File: config.mk
export PLATFORM = sky130hd
export DESIGN_NAME = mlp_layer_sequencer
export DESIGN_NICKNAME = d
export VERILOG_FILES = /design/src/rtl/mlp_layer_sequencer.sv
export SDC_FILE = /design/constraint.sdc
export NUM_CORES = 1
export LEC_CHECK = 0
export BUFFER_PORTS_ARGS = -buffer_cell sky130_fd_sc_hd__buf_2
export CORE_MARGIN = 3
export CORE_UTILIZATION = 46
export DETAILED_ROUTE_END_ITERATION = 10
export PLACE_DENSITY = 0.69
export SLEW_MARGIN = 10
export SYNTH_ARGS = -nofsm -noshare
export SYNTH_HDL_FRONTEND = slang
export SYNTH_SLANG_ARGS = --single-unit
File: constraint.sdc
create_clock -name clk_i -period 3.16 [get_ports clk_i]
set_input_delay 0.632 -clock clk_i [delete_from_list [all_inputs] [get_ports clk_i]]
set_output_delay 0.632 -clock clk_i [all_outputs]
set_load 0.005 [all_outputs]
File: src/rtl/mlp_layer_sequencer.sv
// ---------------------------------------------------------------------------
// mlp_layer_sequencer
//
// Walks a binary-MLP frame through NUM_LAYERS weight layers, one output neuron
// at a time. For each neuron it streams n_in operand/weight read addresses and
// raises mac_en one cycle later to match the memory read latency. It then
// writes the neuron result back to the register file, or presents it on
// out_valid/out_idx for the final layer. Frame starts use a
// frame_ready/busy/done handshake, a one-deep pending request and a minimum
// start-to-start spacing of FRAME_GAP cycles.
//
// Ports
//   clk_i          clock
//   rst_i          synchronous reset, active high
//   frame_ready_i  DMEM holds a complete frame at frame_base_i
//   frame_base_i   DMEM base of that frame, latched on accept
//   busy_o         frame in progress
//   done_o         one-cycle pulse when a frame completes
//   layer_o        current weight layer (0-based), 0 when idle
//   dmem_addr_o    input operand address (layer 0)
//   rf_raddr_o     operand address (layers > 0), qualified by rf_ren_o
//   rf_ren_o       register file read enable
//   wmem_addr_o    weight address, contiguous across all layers
//   mac_en_o       operand and weight valid at the datapath this cycle
//   acc_clr_o      clear the neuron accumulator
//   rf_wen_o       write neuron result at rf_waddr_o
//   rf_waddr_o     result address
//   out_valid_o    final-layer neuron result valid
//   out_idx_o      final-layer neuron index
// ---------------------------------------------------------------------------
module mlp_layer_sequencer #(
    parameter int NUM_LAYERS = 4,
    parameter int SIZE_W     = 8,
    parameter logic [SIZE_W*(NUM_LAYERS+1)-1:0] LAYER_SIZES = {8'd2, 8'd11, 8'd24, 8'd60, 8'd48},
    parameter int RF_AW      = 7,
    parameter int DM_AW      = 7,
    parameter int WM_AW      = 13,
    parameter int FRAME_GAP  = 5000
) (
    input  logic             clk_i,
    input  logic             rst_i,
    input  logic             frame_ready_i,
    input  logic [DM_AW-1:0] frame_base_i,
    output logic             busy_o,
    output logic             done_o,
    output logic [2:0]       layer_o,
    output logic [DM_AW-1:0] dmem_addr_o,
    output logic [RF_AW-1:0] rf_raddr_o,
    output logic             rf_ren_o,
    output logic [WM_AW-1:0] wmem_addr_o,
    output logic             mac_en_o,
    output logic             acc_clr_o,
    output logic             rf_wen_o,
    output logic [RF_AW-1:0] rf_waddr_o,
    output logic             out_valid_o,
    output logic [7:0]       out_idx_o
);

    // Gap counter only ever holds FRAME_GAP-1 or less.
    localparam int                 GAP_W    = (FRAME_GAP > 1) ? $clog2(FRAME_GAP) : 1;
    localparam logic [GAP_W-1:0]   GAP_LOAD = GAP_W'(FRAME_GAP - 1);
    localparam logic [2:0]         LAST     = 3'(NUM_LAYERS - 1);
    localparam logic [RF_AW-1:0]   RF_HALF  = {1'b1, {(RF_AW-1){1'b0}}};

    typedef enum logic [2:0] {
        S_IDLE, S_START, S_ACC, S_DRAIN, S_WB, S_CLR, S_DONE
    } state_t;

    // Unpack the layer size table; slots beyond NUM_LAYERS are never indexed.
    logic [SIZE_W-1:0] size_tab [8];

    genvar gi;
    generate
        for (gi = 0; gi < 8; gi++) begin : g_size
            if (gi <= NUM_LAYERS) begin : g_used
                assign size_tab[gi] = LAYER_SIZES[gi*SIZE_W +: SIZE_W];
                // A zero-sized layer would make the == terminal counts never match.
                a_size_nonzero: assert property (@(posedge clk_i) size_tab[gi] != '0);
            end else begin : g_unused
                assign size_tab[gi] = '0;
            end
        end
    endgenerate

    state_t            state_q, state_d;
    logic [2:0]        layer_q, layer_d;
    logic [SIZE_W-1:0] i_q, i_d, j_q, j_d;
    logic [WM_AW-1:0]  wmem_q, wmem_d;
    logic [DM_AW-1:0]  base_q, base_d;
    logic [GAP_W-1:0]  gap_q, gap_d;
    logic              pending_q, pending_d;
    logic              mac_en_q;

    logic [SIZE_W-1:0] n_in, n_out, i_inc, j_inc;
    logic [RF_AW-1:0]  in_base, out_base;
    logic              last_layer, accept, issue;

    assign n_in       = size_tab[layer_q];
    assign n_out      = size_tab[layer_q + 3'd1];
    assign i_inc      = i_q + SIZE_W'(1);
    assign j_inc      = j_q + SIZE_W'(1);
    assign last_layer = (layer_q == LAST);
    assign accept     = (state_q == S_IDLE) && (frame_ready_i || pending_q) && (gap_q == '0);
    assign issue      = (state_q == S_ACC);

    // Layers ping-pong between the RF halves: even layers write the lower
    // half, odd layers the upper; each layer reads what the previous wrote.
    assign in_base  = layer_q[0] ? '0 : RF_HALF;
    assign out_base = layer_q[0] ? RF_HALF : '0;

    always_comb begin
        state_d   = state_q;
        layer_d   = layer_q;
        i_d       = i_q;
        j_d       = j_q;
        wmem_d    = wmem_q;
        base_d    = base_q;
        // A request that is not accepted right away is remembered once;
        // accepting consumes both the stored and any concurrent request.
        pending_d = accept ? 1'b0 : (pending_q | frame_ready_i);
        gap_d     = accept ? GAP_LOAD : ((gap_q == '0) ? '0 : gap_q - GAP_W'(1));

        case (state_q)
            S_IDLE: begin
                if (accept) begin
                    state_d = S_START;
                    base_d  = frame_base_i;
                    layer_d = '0;
                    i_d     = '0;
                    j_d     = '0;
                end
            end
            S_START: state_d = S_ACC;
            S_ACC: begin
                wmem_d = wmem_q + WM_AW'(1);
                if (i_inc == n_in) begin
                    i_d     = '0;
                    state_d = S_DRAIN;
                end else begin
                    i_d = i_inc;
                end
            end
            S_DRAIN: state_d = S_WB;
            S_WB:    state_d = S_CLR;
            S_CLR: begin
                if (j_inc == n_out) begin
                    j_d = '0;
                    if (last_layer) begin
                        layer_d = '0;
                        wmem_d  = '0;
                        state_d = S_DONE;
                    end else begin
                        layer_d = layer_q + 3'd1;
                        state_d = S_ACC;
                    end
                end else begin
                    j_d     = j_inc;
                    state_d = S_ACC;
                end
            end
            S_DONE:  state_d = S_IDLE;
            default: state_d = S_IDLE;
        endcase
    end

    always_ff @(posedge clk_i) begin
        if (rst_i) begin
            state_q   <= S_IDLE;
            layer_q   <= '0;
            i_q       <= '0;
            j_q       <= '0;
            wmem_q    <= '0;
            base_q    <= '0;
            gap_q     <= '0;
            pending_q <= 1'b0;
            mac_en_q  <= 1'b0;
        end else begin
            state_q   <= state_d;
            layer_q   <= layer_d;
            i_q       <= i_d;
            j_q       <= j_d;
            wmem_q    <= wmem_d;
            base_q    <= base_d;
            gap_q     <= gap_d;
            pending_q <= pending_d;
            // Operands arrive one cycle after their address is issued.
            mac_en_q  <= issue;
        end
    end

    assign busy_o      = (state_q != S_IDLE) && (state_q != S_DONE);
    assign done_o      = (state_q == S_DONE);
    assign layer_o     = layer_q;
    assign dmem_addr_o = (issue && (layer_q == 3'd0)) ? base_q + DM_AW'(i_q) : '0;
    assign rf_ren_o    = issue && (layer_q != 3'd0);
    assign rf_raddr_o  = rf_ren_o ? in_base + RF_AW'(i_q) : '0;
    assign wmem_addr_o = wmem_q;
    assign mac_en_o    = mac_en_q;
    assign acc_clr_o   = (state_q == S_START) || (state_q == S_CLR);
    assign rf_wen_o    = (state_q == S_WB) && !last_layer;
    assign rf_waddr_o  = rf_wen_o ? out_base + RF_AW'(j_q) : '0;
    assign out_valid_o = (state_q == S_WB) && last_layer;
    assign out_idx_o   = out_valid_o ? 8'(j_q) : '0;

endmodule

* After elaboration in Yosys (flattened, before gate mapping)
Memories as Yosys holds them, arrays and structs flattened. Cells that the tools add are included.
Word-level totals: register bits after elaboration 57, bits in read-only memories 128, input bits 10, output and inout port bits 52, logic and storage cells 94, memories 2
Cells by class: $add $sub $neg 8, magnitude comparators 2, eq/ne operators 14, multiplexer cells 29, bitwise operators 3, reductions and logical operators 26
Memory list:
- (name not given) | words 8, bits a word 8, rd ports 1, clocked after Yosys merged registers in 0, write ports 0, line 99 | assign n_out = size_tab[layer_q + 3'd1];
- (name not given) | words 8, bits a word 8, rd ports 1, clocked after Yosys merged registers in 0, write ports 0, line 98 | assign n_in = size_tab[layer_q];
Operator list (count):
- 8-bit 2-to-1 mux | 8
- 13-bit 2-to-1 mux | 4
- 7-bit 2-to-1 mux | 5
- 8-bit case mux with 2 select lines | 2
- 13-bit case mux with 2 select lines | 1
- 7-bit adder | 3
- 3-bit 2-to-1 mux | 7
- 3-bit case mux with 6 select lines | 1
- 8-bit by 1-bit adder with 8-bit output, second input constant | 2
- 8-bit equality test | 2
- 13-bit by 1-bit adder with 13-bit output, second input constant | 1
- 13-bit logical NOT | 1
- 13-bit by 1-bit subtractor with 13-bit output, second input constant | 1
- 3-bit by 2-bit equality test with 1-bit output, second input constant | 3
- 3-bit equality test, second input constant | 3
- 4-bit greater-or-equal comparator, second input constant | 2
- 3-bit NOT with 4-bit output | 2
- 2-bit AND reduction | 4
- 1-bit logical AND | 7
- 3-bit logical NOT | 2
- 2-bit != test, second input constant | 3
- 3-bit case mux with 2 select lines | 1
- 3-bit AND reduction | 2
- 2-bit nonzero test | 3
- other kinds (10) | 12

* Depth between registers and ports, before layout
depth after elaboration 8, mapped depth 11, depth with buffers taken out 9

* Least setup slack after synthesis
OpenSTA, ideal clock, no wires.
kind reg2reg, from register layer_q[0] (netlist: layer_o[0]), to register wmem_q[10] (netlist: wmem_addr_o[10]), setup time 0.070 ns, data arrival time 2.700 ns, required time 3.090 ns, slack 0.390 ns, stages on the path, launching flop included 11, buffers on the path 1, clock period less this slack 2.770 ns, path through dfxtp_1 ha_1 inv_1 ha_1 mux2_4 o311ai_4 o211a_4 a31oi_4 buf_6 or4_1 a21oi_1
Between the ends: longest elaborated chain between the ends 8, elaborated cells between the ends (all ways) 10, those cells by class add/sub (1); eq/ne (4); mux (2); bitwise (1); reduce/logical (1); memory (1)
Ends and longest elaborated chain:
- from (decl) | line 86 | logic [2:0] layer_q, layer_d;
- from (signal assigned) | line 179 | layer_q <= layer_d;
- 3-bit by 1-bit adder with 3-bit output | line 99
- 3-bit NOT with 4-bit output (not written as such) | line 99
- memory read 8 x 8 bit
- 8-bit 2-to-1 mux (not written as such) (2 in a row) | line 99
- 8-bit equality test | line 146 | if (j_inc == n_out) begin
- 2-bit != test (no line)
- 3-bit AND reduction (no line) (*)
- to (signal assigned) | line 182 | wmem_q <= wmem_d;
- to (decl) | line 88 | logic [WM_AW-1:0] wmem_q, wmem_d;
Every way passes the cells marked *; elsewhere a longest branch is shown, timed or not. The select of a mux whose other input is x is not followed. A chain may end at the register's enable or synchronous reset.

* Final worst setup path
from register layer_q[2] (netlist: layer_o[2]), to register wmem_q[9] (netlist: wmem_addr_o[9])
The elaborated chain is that of the path after synthesis.

==> impl_results.md <==
- Outcome: finished clean
- Die height: approximately 96 um
- Area leader, netlist: dfxtp_1
- Total power: ~2.2 mW
- Synthesized Nets: between 400 and 500
- CTS Buf Count: 9
- Global-route wire length before repair: 14.6 mm
- Initial antenna violation count: 0
- Hold crit path type: flip-flop to flip-flop
- Share of layout cells above drive strength 1: 21.1%
- Crit Path Class: flip-flop to flip-flop
- Post-DP HPWL: ~6.3 mm
- DR vias: 3374
- Number of setup violations in the final report: 0
- Clk pin slew, worst setup/hold paths: around 0.070 ns
- Post-route DRC: 0
- Clk buf depth: 2
- RePlAce Congestion: just under 0.9
- Rows: 32
- Largest cells by area after synthesis: dfxtp_1 (31%), ha_1 (7.1%), nor2_1 (4.5%), xnor2_1 (4.5%), a21oi_1 (4.3%)
- Largest net degree at the start of global routing: 31
- Synthesis Warnings: 0
- Sequential fraction of the synthesis area: a little under a third
- Fin. Hold Viols: 0
- Placement-stage cell area: 4050 um2
- Fin crit period: between 2 and 3 ns
- Fmax: ~0.34 GHz
- WP data required: 3.44 ns
- Lkg Pwr: 1.80 nW
- Fillers: 760
- Critical path buffers and inverters: 1
- Synth Flop Type: dfxtp_1
- Worst Setup Start Kind: flip-flop
- Cells after DPL: 590
- Layout Utilization: a little over half
- Via count of the first global-routing pass: around 3100
- CTS H-tree depth: 3
- NumNets Final: 531
- CTS tree: built
- CP delay by family, top: compound AO/OA/AOI/OAI gates
- Clock sink count: 57
- IO Count: 62
- Drt via density: about 5.6
- CTS Hold Bufs: 0
- Post-synthesis cell type count: 65
- Layout area overhead: 14.3%
- Cell area after layout: about 4200 um2
- Power Dens Cells: approximately 520 nW/um2
- Async S/R FF share, synth: 0%
- # port buffers: 61
- First DRT Iteration DRCs: around 150
- Worst-path cell chain: inv_1 -> ha_1 -> mux2_4 -> o311ai_4 -> o211a_4 -> a31oi_4 -> or4_1 -> a21oi_1
- Initial DRT Pass Iterations: 4
- Die W: ~96 um
- Tot GR Track Use: between 20% and 30%
- GRT overflow: 0
- Most common cell after layout, fill and taps aside: buf_2
- Hold_ws: 0.487 ns
- Pins Over Slew Limit: 0
- Unrepaired setup endpoints after global routing: no
- Post-CTS Setup Inserts: 0
- WP data arrival: 3.21 ns
- MaxCap Viol Count: 0
- Clk_skew: 0.00858 ns
- CP Capture Type: flip-flop
- Commonest non-fill, non-tap cells in the layout: buf_2 (61), dfxtp_1 (57), nor2_1 (45)
- Worst vdd ir: 0.280 mV
- Multi-input gate area: around 2400 um2
- Worst-Skew Late Latency: 0.34 ns
- Total wire length: roughly 8.7 mm
- Worst Path Max Fanout: 30
- Crit-path slowest cell: or4_1
- Diode count: 0
- Cells after synthesis: between 400 and 500
- Finished Layout Cells: between 600 and 700
- Post-Syn Area: between 3000 and 4000 um2
- Reg area: ~1100 um2
- Number of enable flip-flop cells after synthesis: 0
- Number of routed nets with antenna violations: 0
- Final Cycle Share: about 93%
- Post_cts resized: 0
- Core Area: approximately 7800 um2
- #FFs+latches synth: 57
- Initial Utilization: a little under half
- Clk root buf: clkbuf_8
- Measured slew at the worst slew-check pin: between 0.6 and 0.7 ns
- Setup TNS: 0 ns
- Max_slew headroom: 54.4%
- Syn avg cell area: roughly 8.3 um2
- Synth top area share: a little under a third
- Routed WL per cell: about 14 um
- CP max stage delay: 0.59 ns
- Setup WS pre-CTS: 0.267 ns
- Final setup margin: approximately 0.23 ns
- Die area: 9190 um2
[power by group]
group / switching [mW] / internal [mW]
Clock: 0.310 / 0.379
Sequential: 0.0824 / 0.822
Combinational: 0.361 / 0.265
Total: 0.753 / 1.47
[metal layers]
metal / track usage [%] / wire length, um / share of wire (%)
met1: 26.6 / 4060 / 47
met3: 5.24 / 472 / 5.4
met5: 0 / 0 / 0
met2: 31.6 / 4010 / 46
met4: 7.11 / 143 / 1.6
[layout make-up]
cell class | count | share of cell area (%)
Clock buffer | 10 | 3.24
Tap cell | 102 | 3.01
Clock inverter | 5 | 1.33
Inverter | 17 | 1.50
Sequential cell | 57 | 26.9
Multi-Input combinational cell | 346 | 55.6
Timing Repair Buffer | 68 | 8.43
[cells in the mapped netlist, types with 4 or more instances]
cell type,count
a21oi_1,32
a31oi_1,5
and2_1,20
and3_1,8
buf_6,4
clkbuf_1,16
dfxtp_1,57
ha_1,21
inv_1,17
mux2i_1,8
nand2_1,22
nand2b_1,5
nand3_1,21
nand3b_1,4
nand4_1,12
nor2_1,45
nor2b_1,5
nor3_1,11
o211ai_1,5
o21ai_0,9
o21ai_1,7
o31ai_1,10
or3_1,5
or4_1,10
xnor2_1,19
xor2_1,11
[final timing paths]
path | from | to | slack (ns) | cells past startpoint
setup / recovery | layer_o[2] | wmem_addr_o[9] | 0.23 | 8
hold / removal | wmem_addr_o[12] | wmem_addr_o[12] | 0.49 | 2
setup reg to reg | layer_o[2] | wmem_addr_o[9] | 0.23 | 8
hold reg to reg | wmem_addr_o[12] | wmem_addr_o[12] | 0.49 | 2
[kinds of logic (layout without fill, tap and decap cells)]
family | after synthesis | in the layout | synth area share, %
AO/OA/AOI/OAI | 93 | 93 | 17.2
XOR/XNOR | 33 | 33 | 8.55
AND/OR/NAND/NOR | 189 | 189 | 27.6
adder cells (fa/ha/maj) | 22 | 22 | 7.61
buffers and inverters | 43 | 100 | 5.72
multiplexers | 9 | 9 | 2.56
flip-flops | 57 | 57 | 30.7
[worst register-to-register path, cell delays in order (launching register included)]
cell,delay (ns)
dfxtp_1,0.51
inv_1,0.12
ha_1,0.44
mux2_4,0.34
o311ai_4,0.24
o211a_4,0.22
a31oi_4,0.26
or4_1,0.60
a21oi_1,0.16
[state kept, by name, indices dropped and copies added, names as in the netlist]
name / cells
gap_q: 13
wmem_addr_o: 13
i_q: 8
j_q: 8
base_q: 7
layer_o: 3
state_q: 3
mac_en_o: 1
pending_q: 1
No activity file was read; power rests on OpenSTA's default activity.
